File: config.mk
export PLATFORM = sky130hd
export DESIGN_NAME = mc_ctrl
export DESIGN_NICKNAME = d
export VERILOG_FILES = /design/src/rtl/mc_ctrl_pkg.sv /design/src/rtl/mc_decode.sv /design/src/rtl/mc_ctrl.sv
export SDC_FILE = /design/constraint.sdc
export NUM_CORES = 1
export LEC_CHECK = 0
export CORE_MARGIN = 4
export CORE_UTILIZATION = 47
export CTS_BUF_LIST = sky130_fd_sc_hd__clkbuf_4 sky130_fd_sc_hd__clkbuf_8
export DETAILED_ROUTE_END_ITERATION = 8
export PLACE_DENSITY = 0.94
export SLEW_MARGIN = 30
export SYNTH_ARGS = -nofsm -noshare
export SYNTH_HDL_FRONTEND = slang
export SYNTH_SLANG_ARGS = --single-unit
File: constraint.sdc
create_clock -name clk -period 12.9 [get_ports clk]
set_clock_uncertainty 0.05 [all_clocks]
set_input_delay 3.87 -clock clk [delete_from_list [all_inputs] [get_ports clk]]
set_output_delay 3.87 -clock clk [all_outputs]
set_load 0.02 [all_outputs]
File: src/rtl/mc_ctrl_pkg.sv
// Shared definitions for the multi-cycle controller: opcode/funct values,
// ALU and extender codes, FSM state encoding and the decoder's output bundle.
package mc_ctrl_pkg;

  localparam logic [5:0] OP_RTYPE = 6'h00;
  localparam logic [5:0] OP_J     = 6'h02;
  localparam logic [5:0] OP_JAL   = 6'h03;
  localparam logic [5:0] OP_BEQ   = 6'h04;
  localparam logic [5:0] OP_ORI   = 6'h0D;
  localparam logic [5:0] OP_LUI   = 6'h0F;
  localparam logic [5:0] OP_LW    = 6'h23;
  localparam logic [5:0] OP_SW    = 6'h2B;

  localparam logic [5:0] FN_SLL  = 6'h00;
  localparam logic [5:0] FN_JR   = 6'h08;
  localparam logic [5:0] FN_ADDU = 6'h21;
  localparam logic [5:0] FN_SUBU = 6'h23;
  localparam logic [5:0] FN_AND  = 6'h24;
  localparam logic [5:0] FN_OR   = 6'h25;
  localparam logic [5:0] FN_SLT  = 6'h2A;

  localparam logic [4:0] ALU_ADD = 5'd0;
  localparam logic [4:0] ALU_SUB = 5'd1;
  localparam logic [4:0] ALU_OR  = 5'd2;
  localparam logic [4:0] ALU_AND = 5'd3;
  localparam logic [4:0] ALU_SLT = 5'd4;
  localparam logic [4:0] ALU_SLL = 5'd5;
  localparam logic [4:0] ALU_LUI = 5'd6;

  localparam logic [1:0] EXT_ZERO = 2'b00;
  localparam logic [1:0] EXT_SIGN = 2'b01;
  localparam logic [1:0] EXT_LUI  = 2'b10;

  typedef enum logic [2:0] {
    S_IF  = 3'd0,
    S_ID  = 3'd1,
    S_EXE = 3'd2,
    S_MEM = 3'd3,
    S_WB  = 3'd4
  } state_e;

  typedef enum logic [3:0] {
    C_R, C_JR, C_ORI, C_LW, C_SW, C_BEQ, C_LUI, C_J, C_JAL, C_ILL
  } class_e;

  typedef struct packed {
    class_e     cls;
    logic [4:0] alu_ctr;
    logic       alu_src;
    logic [1:0] ext_op;
    logic       reg_dst;
  } dec_t;

endpackage

File: src/rtl/mc_decode.sv
// Combinational instruction decoder: opcode/funct -> instruction class plus
// the static datapath controls that stay fixed for the whole instruction.
module mc_decode
  import mc_ctrl_pkg::*;
(
  input  logic [5:0] opcode,
  input  logic [5:0] funct,
  output dec_t       dec
);

  always_comb begin
    dec.cls     = C_ILL;
    dec.alu_ctr = ALU_ADD;
    dec.alu_src = 1'b0;
    dec.ext_op  = EXT_ZERO;
    dec.reg_dst = 1'b0;
    case (opcode)
      OP_RTYPE: begin
        dec.cls     = C_R;
        dec.reg_dst = 1'b1;
        case (funct)
          FN_ADDU: dec.alu_ctr = ALU_ADD;
          FN_SUBU: dec.alu_ctr = ALU_SUB;
          FN_AND:  dec.alu_ctr = ALU_AND;
          FN_OR:   dec.alu_ctr = ALU_OR;
          FN_SLT:  dec.alu_ctr = ALU_SLT;
          FN_SLL:  dec.alu_ctr = ALU_SLL;
          FN_JR: begin
            dec.cls     = C_JR;
            dec.reg_dst = 1'b0;
          end
          default: begin
            dec.cls     = C_ILL;
            dec.reg_dst = 1'b0;
          end
        endcase
      end
      OP_ORI: begin
        dec.cls     = C_ORI;
        dec.alu_ctr = ALU_OR;
        dec.alu_src = 1'b1;
        dec.ext_op  = EXT_ZERO;
      end
      OP_LW, OP_SW: begin
        dec.cls     = (opcode == OP_LW) ? C_LW : C_SW;
        dec.alu_ctr = ALU_ADD;
        dec.alu_src = 1'b1;
        dec.ext_op  = EXT_SIGN;
      end
      OP_BEQ: begin
        dec.cls     = C_BEQ;
        dec.alu_ctr = ALU_SUB;
        dec.ext_op  = EXT_SIGN;
      end
      OP_LUI: begin
        dec.cls     = C_LUI;
        dec.alu_ctr = ALU_LUI;
        dec.alu_src = 1'b1;
        dec.ext_op  = EXT_LUI;
      end
      OP_J:    dec.cls = C_J;
      OP_JAL:  dec.cls = C_JAL;
      default: dec.cls = C_ILL;
    endcase
  end

endmodule

File: src/rtl/mc_ctrl.sv
// Multi-cycle main controller: IF/ID/EXE/MEM/WB sequencer producing every
// datapath control input, plus a retired-instruction counter.
module mc_ctrl
  import mc_ctrl_pkg::*;
#(
  parameter int CNT_W = 32
) (
  input  logic             clk,
  input  logic             reset,
  input  logic [31:0]      instruction,
  output logic             PCWr,
  output logic             IRWr,
  output logic             RegDst,
  output logic             RegWr,
  output logic             ALUSrc,
  output logic             MemWr,
  output logic             MemtoReg,
  output logic [1:0]       ExtOp,
  output logic [4:0]       ALUctr,
  output logic             Branch,
  output logic             Jump,
  output logic             instr_done,
  output logic             illegal,
  output logic [CNT_W-1:0] retired
);

  dec_t             dec;
  state_e           state_q, state_d;
  logic [CNT_W-1:0] retired_q, retired_d;
  logic             unused_ir_bits;

  assign unused_ir_bits = ^instruction[25:6];

  mc_decode u_decode (
    .opcode (instruction[31:26]),
    .funct  (instruction[5:0]),
    .dec    (dec)
  );

  always_comb begin
    state_d = S_IF;
    case (state_q)
      S_IF:  state_d = S_ID;
      S_ID:  state_d = (dec.cls inside {C_J, C_JAL, C_ILL}) ? S_IF : S_EXE;
      S_EXE: begin
        if (dec.cls inside {C_LW, C_SW})             state_d = S_MEM;
        else if (dec.cls inside {C_R, C_ORI, C_LUI}) state_d = S_WB;
        else                                         state_d = S_IF;
      end
      S_MEM: state_d = (dec.cls == C_LW) ? S_WB : S_IF;
      default: state_d = S_IF;
    endcase
  end

  // Enables come from the state register; reset masks everything so an
  // abandoned instruction can never write.
  always_comb begin
    PCWr     = 1'b0;
    IRWr     = 1'b0;
    RegDst   = 1'b0;
    RegWr    = 1'b0;
    ALUSrc   = 1'b0;
    MemWr    = 1'b0;
    MemtoReg = 1'b0;
    ExtOp    = EXT_ZERO;
    ALUctr   = ALU_ADD;
    Branch   = 1'b0;
    Jump     = 1'b0;
    illegal  = 1'b0;
    if (!reset) begin
      if (state_q inside {S_EXE, S_MEM, S_WB}) begin
        ALUSrc = dec.alu_src;
        ExtOp  = dec.ext_op;
        ALUctr = dec.alu_ctr;
      end
      case (state_q)
        S_IF: IRWr = 1'b1;
        S_ID: begin
          if (dec.cls inside {C_J, C_JAL}) begin
            PCWr  = 1'b1;
            Jump  = 1'b1;
            RegWr = (dec.cls == C_JAL);
          end else if (dec.cls == C_ILL) begin
            PCWr    = 1'b1;
            illegal = 1'b1;
          end
        end
        S_EXE: begin
          if (dec.cls == C_BEQ) begin
            PCWr   = 1'b1;
            Branch = 1'b1;
          end else if (dec.cls == C_JR) begin
            PCWr = 1'b1;
            Jump = 1'b1;
          end
        end
        S_MEM: begin
          if (dec.cls == C_SW) begin
            PCWr  = 1'b1;
            MemWr = 1'b1;
          end
        end
        S_WB: begin
          PCWr     = 1'b1;
          RegWr    = 1'b1;
          MemtoReg = (dec.cls == C_LW);
          RegDst   = dec.reg_dst;
        end
        default: ;
      endcase
    end
  end

  assign instr_done = PCWr;
  assign retired    = retired_q;
  assign retired_d  = PCWr ? retired_q + CNT_W'(1) : retired_q;

  always_ff @(posedge clk) begin
    if (reset) begin
      state_q   <= S_IF;
      retired_q <= '0;
    end else begin
      state_q   <= state_d;
      retired_q <= retired_d;
    end
  end

endmodule

After elaboration in Yosys (flattened, before gate mapping)
Cells that the tools add are included.
Storage, ports and cells
  flip-flop bits (word level): 35
  latch bits: 0
  bits in writable memories: 0
  ROM bits: 0
  input port bits: 34
  output and inout bits: 50
  logic and storage cells: 90
  memories: 0
Cells by class
  $add $sub $neg: 1
  multiply operators: 0
  divide/modulo/power cells: 0
  $lt $le $gt $ge: 0
  equality and inequality tests: 26
  shifts and indexed selects: 0
  mux-type cells: 48
  bitwise gates (word level): 0
  reduce and logical (&&, ||, !) cells: 13
Operator list (number)
  $eq A6 B6 Y1 const B: 7
  $add A32 B1 Y32 const B: 1
  $mux W1: 30
  $pmux W4 S7: 1
  $pmux W3 S4: 2
  $eq A6 B4 Y1 const B: 3
  $eq A4 B3 Y1 const B: 4
  $pmux W3 S5: 1
  $eq A6 B2 Y1 const B: 2
  $logic_not A6 Y1: 2
  $mux W3: 4
  $mux W5: 2
  $reduce_bool A3 Y1: 3
  $eq A4 B2 Y1 const B: 2
  $eq A4 B4 Y1 const B: 2
  $pmux W4 S2: 1
  $eq A3 B2 Y1 const B: 2
  $eq A6 B3 Y1 const B: 1
  $mux W2: 3
  $reduce_or A6 Y1: 1
  $eq A4 B1 Y1 const B: 1
  $logic_not A4 Y1: 1
  $pmux W1 S2: 2
  $pmux W1 S4: 1
  8 further kinds: 9

Longest topological paths before layout
Gate-level depths: netlist (run 1).
  depth in word-level cells: 9
  mapped depth: 11
  depth with buffers taken out: 8

Modules after synthesis
From an unflattened synthesis (run 1), not the netlist that was laid out.
Unflattened totals
  cell total of the unflattened synthesis: 311
  area, all modules: 2508.7 um2
Modules (own cells, without submodules)
  mc_ctrl: times used 1, cells each 251, area an instance 2112.0 um2, sequential area each 700.7 um2
  mc_decode: times used 1, cells each 60, area an instance 396.6 um2, sequential area each 0.0 um2

Least setup slack after synthesis (run 1)
OpenSTA, ideal clock, no wires.
  path type: input -> output
  start point: input port instruction[31]
  end point: output port instr_done
  arrival time: 6094 ps
  required time: 8980 ps
  path slack: 2886 ps
  stages on the path: 11
  path buffers: 4
  path through: buf_2 or4_4 nor3_4 nand3_2 a211oi_2 o21ai_2 and2_4 buf_2 buf_2 nor2_1 buf_4
On the way
  cells in the longest elaborated chain, start to end: 8
  elaborated cells between the ends (all ways): 25
  those cells by class: 13 x eq/ne; 9 x mux; 3 x reduce/logical
Ends and longest elaborated chain
  from (decl): RTL line mc_ctrl.sv:10  | input logic [31:0] instruction,
  $eq A6 B6 Y1 (on tied branches): RTL line mc_decode.sv:17, mc_decode.sv:45
  $mux W3 or $reduce_or A2 Y1 (tied branches)
  $pmux W4 S7 (*): RTL line mc_decode.sv:17  | case (opcode)
  $eq A4 B1 Y1, or another cell as far along: RTL line mc_ctrl.sv:92  | end else if (dec.cls == C_JR) begin
  $mux W1, or another cell as far along: RTL line mc_ctrl.sv:92
  $mux W1 (on tied branches): RTL line mc_ctrl.sv:89, mc_ctrl.sv:79
  $pmux W1 S4 (*): RTL line mc_ctrl.sv:76  | case (state_q)
  $mux W1 (*): RTL line mc_ctrl.sv:70  | if (!reset) begin
  to (decl): RTL line mc_ctrl.sv:22  | output logic instr_done,
Every way passes the cells marked *; elsewhere a longest branch is shown, timed or not.

Final worst setup path (run 1)
  start point: input port instruction[29]
  end point: output port PCWr
On the way
  cells in the longest elaborated chain, start to end: 8
  elaborated cells between the ends (all ways): 25
  those cells by class: 13 x eq/ne; 9 x mux; 3 x reduce/logical
Ends and longest elaborated chain
  $eq A6 B6 Y1 (on tied branches): RTL line mc_decode.sv:17, mc_decode.sv:45
  $mux W3 or $reduce_or A2 Y1 (tied branches)
  $pmux W4 S7 (*): RTL line mc_decode.sv:17
  $eq A4 B1 Y1, or another cell as far along: RTL line mc_ctrl.sv:92
  $mux W1, or another cell as far along: RTL line mc_ctrl.sv:92
  $mux W1 (on tied branches): RTL line mc_ctrl.sv:89, mc_ctrl.sv:79
  $pmux W1 S4 (*): RTL line mc_ctrl.sv:76
  $mux W1 (*): RTL line mc_ctrl.sv:70
  to (decl): RTL line mc_ctrl.sv:11  | output logic PCWr,
Marks and branches as above.

==> flow_summary.ini, run 1 <==
[outcome]
status = finished clean

[pwr]
max-vdd-ir-drop_mv = 0.0552
p_leak_nw = 0.999
pwr_density_cell_nw_per_um2 = 73.5

[clock_network]
cts_setup_buffers = 0
cts_sinks = 35
clk_path_buf_depth = 2
ctsHoldBuffers = 0
cts_inserted_buffers = 5
ctsRootBufferMaster = clkbuf_8
cts_tree = built
htreeDepth = 2
post_cts_resized = 0
clk_pin_slew_ps = 70
clock_latency_ps = 290

[placement]
hpwl_um = 4460
globalplace.congestion = 0.935
io_buffer_count = 61
dpl_cell_area_um2 = 2950

[timing]
fmax_ghz = 0.0918
fin_crit_sh_pct = 84.4
finalHoldViolations = 0
fin_setup_tns_ps = 0
period_minus_slack_ps = 10890
rsz0062_at_grt = false
setup_violations = 0
relSlewSlack_pct = 38.7
slew_viol_final = 0
worst-slew-pin-transition_ps = 918
fin_hold_ws_ps = 447

[floorplan]
die_w_um = 78.6
dieArea_um2 = 6180
rows = 25
fp.coreArea_um2 = 4790
io_pins = 84
initial_core_util_pct = 48.9
die_h_um = 78.6

[global_route]
met1_usage_pct = 26.1
met2_usage_pct = 32.8
grt_pass1_vias = 2288
grt_max_degree = 43
grt_use_total_pct = 20.0
antenna_found_initial = 0
grt_util_met3_pct = 5.73
grt_pass1_wl_um = 10200
overflow = 0
busiest_layer = met2

[setup_path]
cp.arrival_ps = 6970
end_kind = primary output
cp-start-kind = input port
critPathMaxFanout = 31
worst_ep_required_time_ps = 8980
critPathKind = input port to primary output

[yosys]
synth_cells = 307
syn_area_um2 = 2340
syn_area_per_cell_um2 = 7.63
synth_edf_count = 0
ys_seq_area_share_pct = 29.9
synth_seq_cells = 35
synth.distinct_cells = 55
yosys_warnings = 0
yosys.cell_count.top_type = dfxtp_1
synth_top_area_cell = dfxtp_1
yosysTopAreaCellShare_pct = 29.9
synth-async-reset-ratio_pct = 0
synthTopCellsByCount = dfxtp_1, a21oi_1, nor2_1
synthTopCellsByArea = dfxtp_1, a21oi_1, and2_1
ys.flop_type = dfxtp_1

[worst_hold_path]
hold_class = flop to flop

[detailed_routing]
drtIter0Drc = 211
drt-total-wl_um = 6070
drcViolationCount = 0
wl_per_cell_um = 14.3
dr.pass1.iters = 4
via_count = 2436
detail-route-antenna-nets = 0
viasPerCell = 5.73

[finish]
n_fill_cell = 424
area_growth_pct = 29.5
drive_gt1_share_pct = 6.70
antennaDiodeCount = 0
layout.nets = 392
finish.instance_area_um2 = 3030

[run]
cap_violations = 0
final cells by class:
cell class / instances / area [µm²] / share of cell area [%]
inverters: 13 / 48.8 / 1.61
clock inverters: 1 / 5.00 / 0.165
flip-flops and latches: 35 / 701 / 23.1
multi-input cells: 240 / 1490 / 49.2
clock buffers: 7 / 83.8 / 2.76
well taps: 67 / 83.8 / 2.76
repair buffers: 62 / 618 / 20.4
stage by stage:
step           utilization, %  total power [W]  setup WS, ps  cells
3_3_place_gp             61.5         0.000145          2060    417
4_1_cts                  63.4         0.000225          2020    425
2_1_floorplan               -         0.000135          2890    308
5_1_grt                  63.4         0.000233          1800    425
6_report                 63.4         0.000223          2010    425
3_5_place_dp             61.5         0.000145          2040    417
state kept, by name (all words and copies together), names as in the netlist:
signal / count
retired: 32
state_q: 3
where the power goes:
| part | switching (W) | internal [W] |
|---|---|---|
| combinational | 0.0000191 | 0.0000130 |
| sequential | 0.00000189 | 0.000109 |
| clock | 0.0000378 | 0.0000421 |
cell families (layout without fill, tap and decap cells):
kind of cell    Yosys count  after routing  share of synthesized area (%)
compound gates           87             87                           24.4
xor+xnor                  8              8                           2.99
fa+ha+maj                 1              1                          0.534
buf+inv                  33             83                           6.46
flops                    35             35                           29.9
mux                       1              1                          0.427
other cells               1              2                          0.160
simple gates            141            141                           35.1
worst max-delay path, stage by stage:
cell and delay, ps:
clkdlybuf4s50_1 640, or4_4 620, nor3_4 230, and2_1 200
a2111oi_2 80, o21ai_2 290, and2_4 390, nor2_1 90
clkdlybuf4s50_1 560
worst paths after layout:
| check | start | end | slack (ps) | depth (start not counted) |
|---|---|---|---|---|
| worst max register to register | retired[3] | retired[29] | 10070 | 7 |
| worst min-delay path | retired[7] | retired[7] | 450 | 2 |
| worst min register to register | retired[7] | retired[7] | 450 | 2 |
| worst max-delay path | instruction[29] | PCWr | 2010 | 9 |
routing by layer:
| metal | up-vias | wire length, µm |
|---|---|---|
| li1 | 1221 | - |
| met3 | 4 | 333 |
| met4 | 0 | 49 |
| met1 | 1140 | 2740 |
| met2 | 71 | 2940 |
| met5 | - | 0 |
cells in the final DEF, fill, tap and decap left out, types with 4 or more instances in the layout:
cell,synthesis,final
nand3_1,15,15
a21oi_1,33,33
clkdlybuf4s50_1,0,61
a21o_1,6,6
nor2_1,21,21
o21ai_0,16,16
dfxtp_1,35,35
or3_1,12,12
nor3_1,8,8
nor4_1,7,7
nand2_1,17,17
nor2b_1,5,5
and3_1,13,13
inv_1,13,13
clkbuf_8,0,5
xnor2_1,5,5
nand4_1,4,4
and3b_1,4,4
and2_1,13,13
Power figures use the tool's default switching activity.
==> inputs of run 2 (changes only) <==
--- a/config.mk
+++ b/config.mk
@@ -6,10 +6,10 @@
 export NUM_CORES = 1
 export LEC_CHECK = 0
 export CORE_MARGIN = 4
-export CORE_UTILIZATION = 47
+export CORE_UTILIZATION = 42
 export CTS_BUF_LIST = sky130_fd_sc_hd__clkbuf_4 sky130_fd_sc_hd__clkbuf_8
 export DETAILED_ROUTE_END_ITERATION = 8
-export PLACE_DENSITY = 0.94
+export PLACE_DENSITY = 0.9
 export SLEW_MARGIN = 30
 export SYNTH_ARGS = -nofsm -noshare
 export SYNTH_HDL_FRONTEND = slang
==> constraint.sdc (replaced) <==
create_clock -name clk -period 9.5 [get_ports clk]
set_clock_uncertainty 0.05 [all_clocks]
set_input_delay 2.85 -clock clk [delete_from_list [all_inputs] [get_ports clk]]
set_output_delay 2.85 -clock clk [all_outputs]
set_load 0.02 [all_outputs]
==> run 2 against run 1 <==
Against the previous run:
- clock power rose by 52%
- wire length is 0.72% higher
- total power is 41% higher
- die area up 11%
- non-clock buffer count stayed put
- global-route usage shrank 1.2 points
- final cell count increased by 0.71%
- sequential share of layout area is 0.14 points lower
- final area grew 0.62%
- critical path type unchanged
- largest cell class unchanged
==> flow_summary.ini, run 2 (synthesized netlist as in run 1, its figures left out) <==
[setup_path]
cp_common_cell = clkdlybuf4s50_1
critPathKind = input port to primary output
rr_worst_depth = 7
critPathMaxFanout = 31
worst_ep_required_time_ps = 6600
crit_buf_inv = 2
worst_path_largest_cell_delay_ps = 650
cp.arrival_ps = 6070
critPathSlowestCell = clkdlybuf4s50_1
cp-start-kind = input port
critical_path.top_delay_family = simple AND/OR/NAND/NOR gates
r2r_slack_ps = 6690
end_kind = primary output
crit_path_cell_trace = clkdlybuf4s50_1, or4_4, nor3_4, and2_1, a2111oi_2, o21ai_2, and2_4, nor2_1, clkdlybuf4s50_1
path_depth = 9

[clock_network]
cts_inserted_buffers = 5
cts_setup_buffers = 0
ctsRootBufferMaster = clkbuf_8
cts_sinks = 35
htreeDepth = 2
post_cts_resized = 0
clock_latency_ps = 290
cts_tree = built
clk_pin_slew_ps = 70
ctsHoldBuffers = 0
clk_path_buf_depth = 2

[timing]
worst-slew-pin-transition_ps = 891
period_minus_slack_ps = 8970
finalHoldViolations = 0
fmax_ghz = 0.111
slew_viol_final = 0
fin_crit_sh_pct = 94.4
fin_setup_tns_ps = 0
setup_violations = 0
rsz0062_at_grt = false
relSlewSlack_pct = 40.5
fin_hold_ws_ps = 443

[detailed_routing]
detail-route-antenna-nets = 0
viasPerCell = 5.69
dr.pass1.iters = 4
drtIter0Drc = 144
via_count = 2434
drt-total-wl_um = 6120
wl_per_cell_um = 14.3
drcViolationCount = 0

[placement]
globalplace.congestion = 0.947
io_buffer_count = 61
hpwl_um = 4520

[worst_hold_path]
whs_path_depth = 2
hold_class = flop to flop

[floorplan]
die_w_um = 82.7
rows = 26
die_h_um = 82.7
initial_core_util_pct = 44.4
io_pins = 84
dieArea_um2 = 6840
fp.coreArea_um2 = 5270

[finish]
final_cell_mix = clkdlybuf4s50_1, dfxtp_1, a21oi_1, nor2_1, nand2_1
utilization_pct = 57.9
area_growth_pct = 30.3
antennaDiodeCount = 0
drive_gt1_share_pct = 6.70
final_common_cell = clkdlybuf4s50_1
layout.nets = 392
largest_reg_flops = 32

[pwr]
max-vdd-ir-drop_mv = 0.0680
pwr_density_cell_nw_per_um2 = 103
p_leak_nw = 1.00

[global_route]
grt_pass1_vias = 2281
grt_max_degree = 32
antenna_found_initial = 0
grt_pass1_wl_um = 10200
overflow = 0
grt_use_total_pct = 18.8

[run]
cap_violations = 0

[outcome]
status = finished clean
[run 2: routing by layer]
layer / vias up / global-route usage (%) / part of all wire, %
li1: 1223 / - / -
met1: 1147 / 23.9 / 45
met2: 53 / 31.7 / 50
met3: 11 / 3.58 / 3.7
met4: 0 / 6.54 / 1.6
met5: - / 0 / 0
[run 2: cell type report]
type	count	area, µm²
clock inverter	1	7.51
sequential	35	701
tap	70	87.6
timing repair buffer	62	618
inverter	13	48.8
multi-input combinational	240	1490
fill	503	2220
clock buffer	7	96.3
[run 2: worst paths after layout]
| path | to | from |
|---|---|---|
| min reg2reg | retired[26] | retired[26] |
| max | instr_done | instruction[29] |
| min | retired[26] | retired[26] |
| max reg2reg | retired[17] | retired[3] |
[run 2: through the flow]
| stage | cell area [µm²] | setup slack [ps] | total power (W) | cells |
|---|---|---|---|---|
| final | 3050 | 530 | 0.000315 | 428 |
| after global routing | 3050 | 383 | 0.000329 | 428 |
| after CTS | 3050 | 573 | 0.000318 | 428 |
| after detailed placement | 2950 | 594 | 0.000197 | 420 |
| after global placement | 2950 | 719 | 0.000196 | 420 |
| after floorplan | 2350 | 1530 | 0.000183 | 308 |
[run 2: report_power, final]
group	internal, W	switching, W	total [W]
clock network	0.0000659	0.0000546	0.000121
logic	0.0000177	0.0000263	0.0000440
registers	0.000148	0.00000271	0.000151
total	0.000232	0.0000837	0.000315
[run 2: worst reg2reg max path: cells and delay by family (launching register included)]
family           cells  cell delay (ps)
AO/OA/AOI/OAI        3             1230
AND/OR/NAND/NOR      4              960
flip-flops           1              460
